===== src/rtl/btn_debounce_if.sv =====
// Push-button debouncer signal bundle.
// master: the side that owns the raw pin and consumes the debounced results.
// slave:  the debouncer itself.
interface btn_debounce_if;
  logic btn_raw;
  logic btn_level;
  logic btn_press_pulse;
  logic btn_release_pulse;

  modport master (
    output btn_raw,
    input  btn_level,
    input  btn_press_pulse,
    input  btn_release_pulse
  );

  modport slave (
    input  btn_raw,
    output btn_level,
    output btn_press_pulse,
    output btn_release_pulse
  );
endinterface


===== src/rtl/btn_debounce.sv =====
// Push-button debouncer: 2-flop synchronizer, polarity normalisation and a
// four-state qualify/hold FSM producing a debounced level plus press/release strobes.
// Optional build macro BTN_DEBOUNCE_AUTOREPEAT_EN adds REPEAT_DELAY/REPEAT_PERIOD
// auto-repeat of btn_press_pulse while the button stays pressed.
module btn_debounce #(
  parameter int unsigned DEBOUNCE_CYCLES = 1000000,
  parameter bit          BTN_ACTIVE_LOW  = 1'b1
`ifdef BTN_DEBOUNCE_AUTOREPEAT_EN
  ,
  parameter int unsigned REPEAT_DELAY    = 25000000,
  parameter int unsigned REPEAT_PERIOD   = 5000000
`endif
) (
  input  logic         clk_clk,
  input  logic         reset_reset_n,
  btn_debounce_if.slave btn
);

  typedef enum logic [1:0] {
    StIdle,
    StPressWait,
    StPressed,
    StReleaseWait
  } state_e;

  localparam int unsigned     CntW     = $clog2(DEBOUNCE_CYCLES);
  localparam logic [CntW-1:0] CntMax   = CntW'(DEBOUNCE_CYCLES - 1);
  // Raw pin level that corresponds to "released".
  localparam logic            RelLevel = BTN_ACTIVE_LOW;

  logic [1:0]      sync_q;
  logic            pressed_s;
  state_e          state_q, state_d;
  logic [CntW-1:0] cnt_q, cnt_d;
  logic            level_q, level_d;
  logic            press_q, press_d;
  logic            release_q, release_d;
  logic            rep_fire;

  // Synchronize the asynchronous pin; resets to the released level so reset looks idle.
  always_ff @(posedge clk_clk or negedge reset_reset_n) begin
    if (!reset_reset_n) begin
      sync_q <= {2{RelLevel}};
    end else begin
      sync_q <= {sync_q[0], btn.btn_raw};
    end
  end

  assign pressed_s = BTN_ACTIVE_LOW ? ~sync_q[1] : sync_q[1];

  // Next-state logic: every wait state exits at CntMax, so the counter never wraps.
  always_comb begin
    state_d   = state_q;
    cnt_d     = cnt_q;
    press_d   = 1'b0;
    release_d = 1'b0;
    case (state_q)
      StIdle: begin
        if (pressed_s) begin
          state_d = StPressWait;
          cnt_d   = '0;
        end
      end
      StPressWait: begin
        if (!pressed_s) begin
          state_d = StIdle;
        end else if (cnt_q == CntMax) begin
          state_d = StPressed;
          press_d = 1'b1;
        end else begin
          cnt_d = cnt_q + CntW'(1);
        end
      end
      StPressed: begin
        if (!pressed_s) begin
          state_d = StReleaseWait;
          cnt_d   = '0;
        end
      end
      StReleaseWait: begin
        if (pressed_s) begin
          state_d = StPressed;
        end else if (cnt_q == CntMax) begin
          state_d   = StIdle;
          release_d = 1'b1;
        end else begin
          cnt_d = cnt_q + CntW'(1);
        end
      end
      default: begin
        state_d = StIdle;
        cnt_d   = '0;
      end
    endcase
    level_d = (state_d == StPressed) || (state_d == StReleaseWait);
  end

`ifdef BTN_DEBOUNCE_AUTOREPEAT_EN
  localparam int unsigned     RepCycles   = (REPEAT_DELAY > REPEAT_PERIOD) ? REPEAT_DELAY
                                                                           : REPEAT_PERIOD;
  localparam int unsigned     RepW        = $clog2(RepCycles);
  localparam logic [RepW-1:0] RepDelayMax = RepW'(REPEAT_DELAY - 1);
  localparam logic [RepW-1:0] RepPerMax   = RepW'(REPEAT_PERIOD - 1);

  logic [RepW-1:0] rep_cnt_q, rep_cnt_d;
  logic            rep_armed_q, rep_armed_d;

  // Repeat timer runs only while staying in PRESSED; any other transition clears it.
  // rep_armed selects the initial delay versus the steady repeat period.
  always_comb begin
    rep_cnt_d   = rep_cnt_q;
    rep_armed_d = rep_armed_q;
    rep_fire    = 1'b0;
    if ((state_q == StPressed) && (state_d == StPressed)) begin
      if (rep_cnt_q == (rep_armed_q ? RepPerMax : RepDelayMax)) begin
        rep_fire    = 1'b1;
        rep_cnt_d   = '0;
        rep_armed_d = 1'b1;
      end else begin
        rep_cnt_d = rep_cnt_q + RepW'(1);
      end
    end else begin
      rep_cnt_d   = '0;
      rep_armed_d = 1'b0;
    end
  end

  // Repeat timer registers.
  always_ff @(posedge clk_clk or negedge reset_reset_n) begin
    if (!reset_reset_n) begin
      rep_cnt_q   <= '0;
      rep_armed_q <= 1'b0;
    end else begin
      rep_cnt_q   <= rep_cnt_d;
      rep_armed_q <= rep_armed_d;
    end
  end
`else
  assign rep_fire = 1'b0;
`endif

  // State, counter and registered outputs.
  always_ff @(posedge clk_clk or negedge reset_reset_n) begin
    if (!reset_reset_n) begin
      state_q   <= StIdle;
      cnt_q     <= '0;
      level_q   <= 1'b0;
      press_q   <= 1'b0;
      release_q <= 1'b0;
    end else begin
      state_q   <= state_d;
      cnt_q     <= cnt_d;
      level_q   <= level_d;
      press_q   <= press_d | rep_fire;
      release_q <= release_d;
    end
  end

  assign btn.btn_level         = level_q;
  assign btn.btn_press_pulse   = press_q;
  assign btn.btn_release_pulse = release_q;

endmodule


===== src/flat_wrapper.sv =====
// flat-port wrapper written by rule: the top's interface ports become plain ports
module btn_debounce_flat 
#(
  parameter int unsigned DEBOUNCE_CYCLES = 1000000,
  parameter bit          BTN_ACTIVE_LOW  = 1'b1

)
  (clk_clk, reset_reset_n, btn_btn_raw, btn_btn_level, btn_btn_press_pulse, btn_btn_release_pulse);
  btn_debounce_if btn_i ();
  input  logic clk_clk;
  input  logic reset_reset_n;
  input wire logic [$bits(btn_i.btn_raw)-1:0] btn_btn_raw;
  output wire logic [$bits(btn_i.btn_level)-1:0] btn_btn_level;
  output wire logic [$bits(btn_i.btn_press_pulse)-1:0] btn_btn_press_pulse;
  output wire logic [$bits(btn_i.btn_release_pulse)-1:0] btn_btn_release_pulse;
  assign btn_i.btn_raw = btn_btn_raw;
  assign btn_btn_level = btn_i.btn_level;
  assign btn_btn_press_pulse = btn_i.btn_press_pulse;
  assign btn_btn_release_pulse = btn_i.btn_release_pulse;
  btn_debounce #(.DEBOUNCE_CYCLES(DEBOUNCE_CYCLES), .BTN_ACTIVE_LOW(BTN_ACTIVE_LOW)) u_core (.clk_clk(clk_clk), .reset_reset_n(reset_reset_n), .btn(btn_i));
endmodule

===== config.mk =====
export PLATFORM = sky130hd
export DESIGN_NAME = btn_debounce_flat
export DESIGN_NICKNAME = d
export VERILOG_FILES = /design/src/rtl/btn_debounce_if.sv /design/src/rtl/btn_debounce.sv /design/src/flat_wrapper.sv
export SDC_FILE = /design/constraint.sdc
export NUM_CORES = 1
export LEC_CHECK = 0
export ABC_CLOCK_PERIOD_IN_PS = 3600
export CAP_MARGIN = 20
export CORE_UTILIZATION = 63
export CTS_CLUSTER_SIZE = 20
export DETAILED_ROUTE_END_ITERATION = 7
export PLACE_DENSITY_LB_ADDON = 0.25
export SYNTH_ARGS = -nofsm -noshare
export SYNTH_HDL_FRONTEND = slang
export SYNTH_SLANG_ARGS = --single-unit

===== constraint.sdc =====
create_clock -name clk_clk -period 3.6 [get_ports clk_clk]
set_input_delay 1.08 -clock clk_clk [delete_from_list [all_inputs] [get_ports clk_clk]]
set_output_delay 1.08 -clock clk_clk [all_outputs]
set_load 0.005 [all_outputs]

==> out/metrics.yaml, run 1 <==
ys_types: 40
maxSlewViolCount: 0
cts_setup_buffers: 0
grt_setup_unrepaired: "false"
wl_per_cell_um: 14.9
cts_buffer_depth: 2
final_net_count: 167
yosysWarnings: 0
cts_root_buf: "clkbuf_4"
utilization_pct: 70.1
holdBufCountCts: 0
layout_commonest_cell: "dfrtp_1"
cts_max_level: 1
grtUsageTotal_pct: 25.9
port_buffers: 5
worst_slack_ps: 1380
drive_gt1_share_pct: 8.64
powerDensity_mw_per_mm2: 319
tns_ps: 0
drt-pass1-iter-count: 4
viasPerCell: 6.40
setup_violations: 0
placedCellCount: 186
synth_top_cell_by_area: "dfrtp_1"
yosys_most_used_dff: "dfrtp_1"
p_sw_w: 0.000121
synth_top_area_share_pct: 43.1
place_area_mm2: 0.00151
cts.sinks: 27
period_share_pct: 61.8
core-area_mm2: 0.00219
hold_violations: 0
arrival_ps: 1140
antenna_left: 0
initial_core_util_pct: 66.3
insertion_delay_ps: 320
async_reset_ff_share_pct: 100
area_delta_synth_final_pct: 5.77
synth-edff-count: 0
final_cell_area_mm2: 0.00154
synth.top_cells.by_area: "dfrtp_1, o21ai_0, nand2_1"
crit_slowest_cell: "clkdlybuf4s50_1"
worst-setup-path-type: "flop to primary output"
critPathBufInv: 1
place_hpwl_um: 2080
switching_share_pct: 24.7
nFillCells: 161
required_ps: 2520
yosysSeqAreaShare_pct: 46.7
drt_wl_total_um: 2840
worst_slew_pin_slew_ps: 681
die_h_um: 50.0
drv_cap: 0
drtIter0Drc: 46
cp-start-kind: "flop"
vias: 1216
intPower_w: 0.000369
fin_crit_ps: 2220
syn_nets: 161
power_leakage_nw: 0.598
crit_path_end_kind: "primary output"
final_cells: 190
timing.fmax_mhz: 450
cp_num_cells: 1
place_congestion: 0.868
antenna_cells: 0
cts_tree: "done"
hold_path_class: "flop to flop"
worst-path-max-fanout: 1
power_frac_seq_pct: 66.6
grt_pass1_vias: 1101
path_clk_slew_ps: 130
ys_ff_latch: 27
syn_inst: 157
grt_max_degree: 28
outcome: "finished clean"
dieArea_mm2: 0.00250
cpPeakStageDelay_ps: 490
ir_drop_mv: 0.284
combPwrFrac_pct: 7.7
worstRegToRegCells: 6
crit_path_cell_trace: "clkdlybuf4s50_1"
io_pins: 6
slew_headroom_pct: 54.2
clock_skew_ps: 5.32
clockPowerShare_pct: 25.6
layout_common_cells: "dfrtp_1, nand2_1, o21ai_0"
antenna_found_initial: 0
syn_avg_cell_area_um2: 9.25
place_ws_ps: 1660
holdPathStages: 0
cts_resized: 0
overflow: 0
netlist_area_mm2: 0.00145
cpLargestDelayFamily: "buffers and inverters"
grt_pass1_wl_um: 4910
rows: 17
cts_made_buffers: 3
drc: 0
die_w_um: 50.0
[flip-flops by register name, summed over array words and instances (netlist names)]
name and flops:
u_core.btn.btn_level 1, u_core.btn.btn_press_pulse 1, u_core.btn.btn_release_pulse 1, u_core.cnt_q 20, u_core.state_q 2, u_core.sync_q 2
[routing by layer]
layer / vias to the layer above / global-route usage (%) / share of wire [%]
li1: 596 / - / -
met1: 576 / 37.8 / 49
met2: 40 / 39.8 / 46
met3: 4 / 3.70 / 4.7
met4: 0 / 7.62 / 0.81
met5: - / 0 / 0
[final timing paths]
check	from	to	slack, ps
worst max-delay path	u_core.btn.btn_release_pulse	btn_btn_release_pulse	1380
min in group asynchronous	reset_reset_n	u_core.cnt_q[15]	1110
worst min-delay path	u_core.sync_q[0]	u_core.sync_q[1]	370
worst max register to register	u_core.cnt_q[0]	u_core.cnt_q[10]	1620
max in group asynchronous	reset_reset_n	u_core.sync_q[0]	2200
worst min register to register	u_core.sync_q[0]	u_core.sync_q[1]	370
[cell type report]
cell class	instances	area (um^2)	share of cell area, %
Multi-Input combinational cell	122	727	47.3
Inverter	3	11.3	0.733
Tap cell	28	35.0	2.28
Clock inverter	1	5.00	0.326
Timing Repair Buffer	6	57.6	3.75
Clock buffer	3	22.5	1.47
Sequential cell	27	678	44.1
[power groups by stage]
stage                     combinational, W  sequential [W]  clock, W
final                            0.0000378        0.000326  0.000125
after global routing             0.0000426        0.000328  0.000140
after CTS                        0.0000381        0.000326  0.000131
after detailed placement         0.0000379        0.000332         0
after global placement           0.0000365        0.000330         0
after floorplan                  0.0000259        0.000327         0
[through the flow]
stage                     hold WS, ps  power (W)
after floorplan                   345   0.000353
after global placement            346   0.000367
after detailed placement          349   0.000369
after CTS                         368   0.000495
after global routing              370   0.000510
final                             367   0.000489
[kinds of logic (layout without fill, tap and decap cells)]
kind of cell               Yosys count  count (layout)  share of synthesized area (%)
and+or+nand+nor                     71              71                           26.3
AOI/OAI and AO/OA                   47              47                           21.0
DFF                                 27              27                           46.7
buffers and inverters                8              13                           3.27
xor gates and xnor gates             2               2                           1.21
adders and majority gates            1               1                          0.861
muxes                                1               1                          0.689
[synthesized netlist by cell type, types with 3 or more instances]
master / count
o21ai_0: 18
nand3_1: 7
nor3_1: 4
nor2_1: 15
nand4_1: 8
o31ai_1: 7
a31oi_1: 7
nand2_1: 19
and3_1: 3
a21oi_1: 8
dfrtp_1: 25
nor4_1: 4
Power figures use the tool's default switching activity.
==> run 2: changes to the inputs <==
--- a/config.mk
+++ b/config.mk
@@ -5,9 +5,9 @@
 export SDC_FILE = /design/constraint.sdc
 export NUM_CORES = 1
 export LEC_CHECK = 0
-export ABC_CLOCK_PERIOD_IN_PS = 3600
+export ABC_CLOCK_PERIOD_IN_PS = 2300
 export CAP_MARGIN = 20
-export CORE_UTILIZATION = 63
+export CORE_UTILIZATION = 59
 export CTS_CLUSTER_SIZE = 20
 export DETAILED_ROUTE_END_ITERATION = 7
 export PLACE_DENSITY_LB_ADDON = 0.25
==> constraint.sdc (replaced) <==
create_clock -name clk_clk -period 2.3 [get_ports clk_clk]
set_input_delay 0.69 -clock clk_clk [delete_from_list [all_inputs] [get_ports clk_clk]]
set_output_delay 0.69 -clock clk_clk [all_outputs]
set_load 0.005 [all_outputs]
==> out/metrics.yaml, run 2 (same netlist as run 1, synthesis figures left out) <==
outcome: "finished clean"
path_clk_slew_ps: 140  # about the same
cpLargestDelayFamily: "simple AND/OR/NAND/NOR gates"
place_hpwl_um: 2170  # +4.5%
cts_resized: 0  # unchanged
viasPerCell: 6.35  # -0.83%
top_layer: "met4"
insertion_delay_ps: 330  # about the same
cts.sinks: 27  # unchanged
grt_setup_unrepaired: "false"
regMostFlops: "u_core.cnt_q"
layout_common_cells: "dfrtp_1, nand2_1, o21ai_0"
critPathBufInv: 0  # -1
drive_gt1_share_pct: 9.70  # +1.1 points
fin_crit_ps: 1950
crit_path_end_kind: "flop"
drv_cap: 0  # unchanged
slew_headroom_pct: 61.2  # +7.0 points
drt-pass1-iter-count: 4  # unchanged
cts_buffer_depth: 2  # unchanged
final_cell_area_mm2: 0.00156  # +1.4%
cp-start-kind: "flop"
power.total_w: 0.000781  # +60%
cp_common_cell: "o21ai_0"
wl_met3_um: 155  # +17%
port_buffers: 5  # unchanged
area_delta_synth_final_pct: 7.23
die_h_um: 51.6  # +3.2%
grt_max_degree: 28  # unchanged
worst_slew_pin_slew_ps: 576  # -105 ps
crit_path_cell_trace: "ha_1 > nand3_1 > nor4_1 > a31oi_1 > o21ai_0 > o21ai_0"
largest_reg_flops: 20  # unchanged
tns_ps: 0  # unchanged
rows: 17  # unchanged
clock_skew_ps: 1.37  # -3.95 ps
timing.fmax_mhz: 512
cts_root_buf: "clkbuf_4"
cp_num_cells: 6  # +5
antenna_cells: 0  # unchanged
powerDensity_mw_per_mm2: 501  # +57%
hold_path_class: "flop to flop"
hold_violations: 0  # unchanged
wl_per_cell_um: 15.8  # +5.5%
holdBufCountCts: 0  # unchanged
holdPathStages: 0  # unchanged
antenna_left: 0  # unchanged
core-area_mm2: 0.00228  # +3.9%
drtIter0Drc: 40  # -13%
final_net_count: 170  # +1.8%
biggestRegsByFlops: "u_core.cnt_q (20), u_core.state_q (2), u_core.sync_q (2)"
cts_made_buffers: 3  # unchanged
grt_pass1_wl_um: 5260  # +7.0%
worst-path-max-fanout: 6  # +5
initial_core_util_pct: 63.8  # -2.5 points
drt_wl_total_um: 3040  # +7.2%
layout_commonest_cell: "dfrtp_1"
worst-setup-path-type: "flop to flop"
dieArea_mm2: 0.00266  # +6.5%
power_frac_seq_pct: 64.8  # -1.8 points
drc: 0  # unchanged
cts_tree: "done"
grt_pass1_vias: 1135  # +3.1%
cts_max_level: 1  # unchanged
wl_met1_um: 1480  # +7.2%
combPwrFrac_pct: 8.6  # +0.9 points
ir_drop_mv: 0.435  # +53%
antenna_found_initial: 0  # unchanged
arrival_ps: 2170  # +1030 ps
maxSlewViolCount: 0  # unchanged
cpPeakStageDelay_ps: 580  # +90 ps
crit_slowest_cell: "nor4_1"
place_area_mm2: 0.00153  # +1.5%
die_w_um: 51.6  # +3.2%
intPower_w: 0.000584  # +58%
p_sw_w: 0.000197  # +63%
nFillCells: 187  # +16%
setup_violations: 0  # unchanged
io_pins: 6  # unchanged
grtUsageTotal_pct: 26.2  # +0.32 points
overflow: 0  # unchanged
clockPowerShare_pct: 26.5  # +0.9 points
wl_met2_um: 1390  # +6.7%
period_share_pct: 84.9
worstRegToRegCells: 6  # unchanged
place_congestion: 0.923  # +6.3%
power_leakage_nw: 0.610  # +2.0%
switching_share_pct: 25.3  # +0.61 points
required_ps: 2520  # about the same
vias: 1225  # +0.74%
cts_setup_buffers: 0  # unchanged
[run 2: cell count changes in the layout (fill, tap and decap cells not counted)]
cell / before / now
clkbuf_1: 0 / 1
clkinv_2: 1 / 0
buf_4: 1 / 4
[run 2: power by group through the flow]
stage / clock [W] / sequential, W / combinational, W
floorplan: 0 / 0.000512 / 0.0000406
global placement: 0 / 0.000514 / 0.0000654
detailed placement: 0 / 0.000515 / 0.0000671
CTS: 0.000213 / 0.000506 / 0.0000674
global route: 0.000229 / 0.000511 / 0.0000744
finish: 0.000207 / 0.000506 / 0.0000675
[run 2: per-layer routing]
layer  vias up  global-route usage, %
met5         -                      0
li1        600                      -
met1       579                   38.1
met4         0                   7.66
met2        44                   40.9
met3         2                   3.22
[run 2: layout make-up]
class,instances,area [um^2],share of cell area (%)
clock buffers,4,26.3,1.69
flip-flops and latches,27,678,43.5
multi-input cells,122,727,46.7
inverters,3,11.3,0.723
repair buffers,9,80.1,5.14
well taps,28,35.0,2.25
[run 2: through the flow]
step	instances	hold WS, ps	worst slack, ps	utilization (%)
4_1_cts	193	368	364	68.4
3_3_place_gp	189	346	457	67.3
3_5_place_dp	189	349	375	67.3
5_1_grt	193	369	84.6	68.4
2_1_floorplan	157	345	635	-
6_report	193	366	347	68.4
[run 2: final timing paths]
kind | from | to | slack [ps]
min | u_core.sync_q[0] | u_core.sync_q[1] | 370
max in group asynchronous | reset_reset_n | u_core.sync_q[0] | 1290
min reg2reg | u_core.sync_q[0] | u_core.sync_q[1] | 370
max | u_core.cnt_q[0] | u_core.cnt_q[18] | 350
max reg2reg | u_core.cnt_q[0] | u_core.cnt_q[18] | 350
min in group asynchronous | reset_reset_n | u_core.cnt_q[11] | 720
[run 2: worst register-to-register path, stage by stage (launching register included)]
cell and delay (ps):
dfrtp_1 440, ha_1 240, nand3_1 170, nor4_1 580
a31oi_1 140, o21ai_0 150, o21ai_0 110
==> run 3: changes to the inputs <==
--- a/config.mk
+++ b/config.mk
@@ -5,7 +5,7 @@
 export SDC_FILE = /design/constraint.sdc
 export NUM_CORES = 1
 export LEC_CHECK = 0
-export ABC_CLOCK_PERIOD_IN_PS = 2300
+export ABC_CLOCK_PERIOD_IN_PS = 2000
 export CAP_MARGIN = 20
 export CORE_UTILIZATION = 59
 export CTS_CLUSTER_SIZE = 20
==> constraint.sdc (replaced) <==
create_clock -name clk_clk -period 2 [get_ports clk_clk]
set_input_delay 0.6 -clock clk_clk [delete_from_list [all_inputs] [get_ports clk_clk]]
set_output_delay 0.6 -clock clk_clk [all_outputs]
set_load 0.005 [all_outputs]
==> out/metrics.yaml, run 3 (same netlist as run 1, synthesis figures left out) <==
outcome: "finished clean"
dieArea_mm2: 0.00266  # unchanged
slew_headroom_pct: 52.6  # -8.6 points
area_delta_synth_final_pct: 11.5
regMostFlops: "u_core.cnt_q"
cts_buffer_depth: 2  # unchanged
worst_slew_pin_slew_ps: 705  # +129 ps
port_buffers: 5  # unchanged
path_clk_slew_ps: 150  # about the same
period_share_pct: 95.9  # +11 points
place_congestion: 0.865  # -6.2%
wl_per_cell_um: 15.7  # -0.31%
insertion_delay_ps: 320  # about the same
grtUsageMet1_pct: 35.7  # -2.4 points
top_usage_layer: "met2"
fin_crit_ps: 1920  # -34.1 ps
seq_area_um2: 678  # unchanged
powerDensity_mw_per_mm2: 557  # +11%
place_hpwl_um: 2190  # +0.90%
core-area_mm2: 0.00228  # unchanged
rows: 17  # unchanged
overflow: 0  # unchanged
cts_root_buf: "clkbuf_4"
setup_violations: 0  # unchanged
worst-setup-path-type: "flop to flop"
power_leakage_nw: 0.646  # +5.9%
largest_reg_flops: 20  # unchanged
cts_tree: "done"
die_w_um: 51.6  # unchanged
arrival_ps: 2150  # -20 ps
cts_max_level: 1  # unchanged
drc: 0  # unchanged
drive_gt1_share_pct: 14.1  # +4.4 points
viasPerCell: 6.49  # +2.3%
hold_path_class: "flop to flop"
required_ps: 2230  # -290 ps
place_area_mm2: 0.00155  # +1.5%
place_ws_ps: 76.5  # -298 ps
drt_wl_total_um: 3110  # +2.3%
antenna_found_initial: 0  # unchanged
use_met2_pct: 40.0  # -0.87 points
grtUsageTotal_pct: 25.4  # -0.77 points
crit_path_end_kind: "flop"
biggestRegsByFlops: "u_core.cnt_q (20), u_core.state_q (2), u_core.sync_q (2)"
hold_violations: 0  # unchanged
grt_max_degree: 28  # unchanged
tns_ps: 0  # unchanged
multiInputGateArea_um2: 738  # +1.5%
timing.fmax_mhz: 521  # +1.8%
initial_core_util_pct: 63.8  # unchanged
worst_slack_ps: 81.5  # -266 ps
layout_common_cells: "dfrtp_1, nand2_1, o21ai_0"
final_net_count: 175  # +2.9%
grt_pass1_vias: 1099  # -3.2%
grt_pass1_wl_um: 5070  # -3.5%
worst-path-max-fanout: 10  # +4
io_pins: 6  # unchanged
ir_drop_mv: 0.431  # -0.83%
drt-pass1-iter-count: 5  # +1
layout_commonest_cell: "dfrtp_1"
holdBufCountCts: 0  # unchanged
cp-start-kind: "flop"
clock_skew_ps: 5.34  # +3.97 ps
drv_cap: 0  # unchanged
final_cell_area_mm2: 0.00162  # +4.0%
cts.sinks: 27  # unchanged
antenna_left: 0  # unchanged
antenna_cells: 0  # unchanged
maxSlewViolCount: 0  # unchanged
cts_made_buffers: 3  # unchanged
die_h_um: 51.6  # unchanged
vias: 1286  # +5.0%
nFillCells: 161  # -14%
drtIter0Drc: 57  # +43%
grt_use_met3_pct: 4.09  # +0.88 points
## run 3: what timing repair did
item,in CTS,in global routing
endpoints found under the setup margin,0,17
hold endpoints to repair,0,0
resized for setup,0,2
buffers inserted,0,2
## run 3: critical path, cell delays in order (launching register included)
cell	delay [ps]
dfrtp_1	450
ha_1	230
and3_1	190
nand3_1	210
o211ai_4	420
nor3_2	100
o22a_1	210
## run 3: through the flow
stage / cells / utilization (%) / hold WS (ps) / power, W
floorplan: 157 / - / 304 / 0.000636
global placement: 192 / 68.3 / 345 / 0.000666
finish: 198 / 71.2 / 368 / 0.000903
CTS: 196 / 69.5 / 369 / 0.000901
global route: 198 / 71.2 / 371 / 0.000938
detailed placement: 192 / 68.3 / 349 / 0.000668
## run 3: where the power goes
part	internal [W]	switching, W
clock network	0.0000750	0.000161
registers	0.000562	0.0000198
logic	0.0000361	0.0000491
total	0.000673	0.000230
## run 3: final cells by class
| type | instances | share of cell area, % |
|---|---|---|
| multi-input combinational | 122 | 45.6 |
| clock inverter | 1 | 0.309 |
| sequential | 27 | 41.9 |
| timing repair buffer | 14 | 8.03 |
| inverter | 3 | 0.695 |
| tap | 28 | 2.16 |
| clock buffer | 3 | 1.39 |
## run 3: routing by layer
layer  part of all wire [%]  up-vias
met5                      0        -
met4                   0.87        0
met3                    7.0        4
met2                     47       51
met1                     45      618
li1                       -      613
## run 3: worst paths after layout
| check | startpoint | to | slack (ps) | cells past startpoint |
|---|---|---|---|---|
| max in group asynchronous | reset_reset_n | u_core.sync_q[0] | 1090 | 2 |
| worst max register to register | u_core.cnt_q[1] | u_core.cnt_q[11] | 80 | 6 |
| min in group asynchronous | reset_reset_n | u_core.cnt_q[7] | 620 | 2 |
| worst min-delay path | u_core.sync_q[0] | u_core.sync_q[1] | 370 | 0 |
| worst min register to register | u_core.sync_q[0] | u_core.sync_q[1] | 370 | 0 |
| worst max-delay path | u_core.cnt_q[1] | u_core.cnt_q[11] | 80 | 6 |
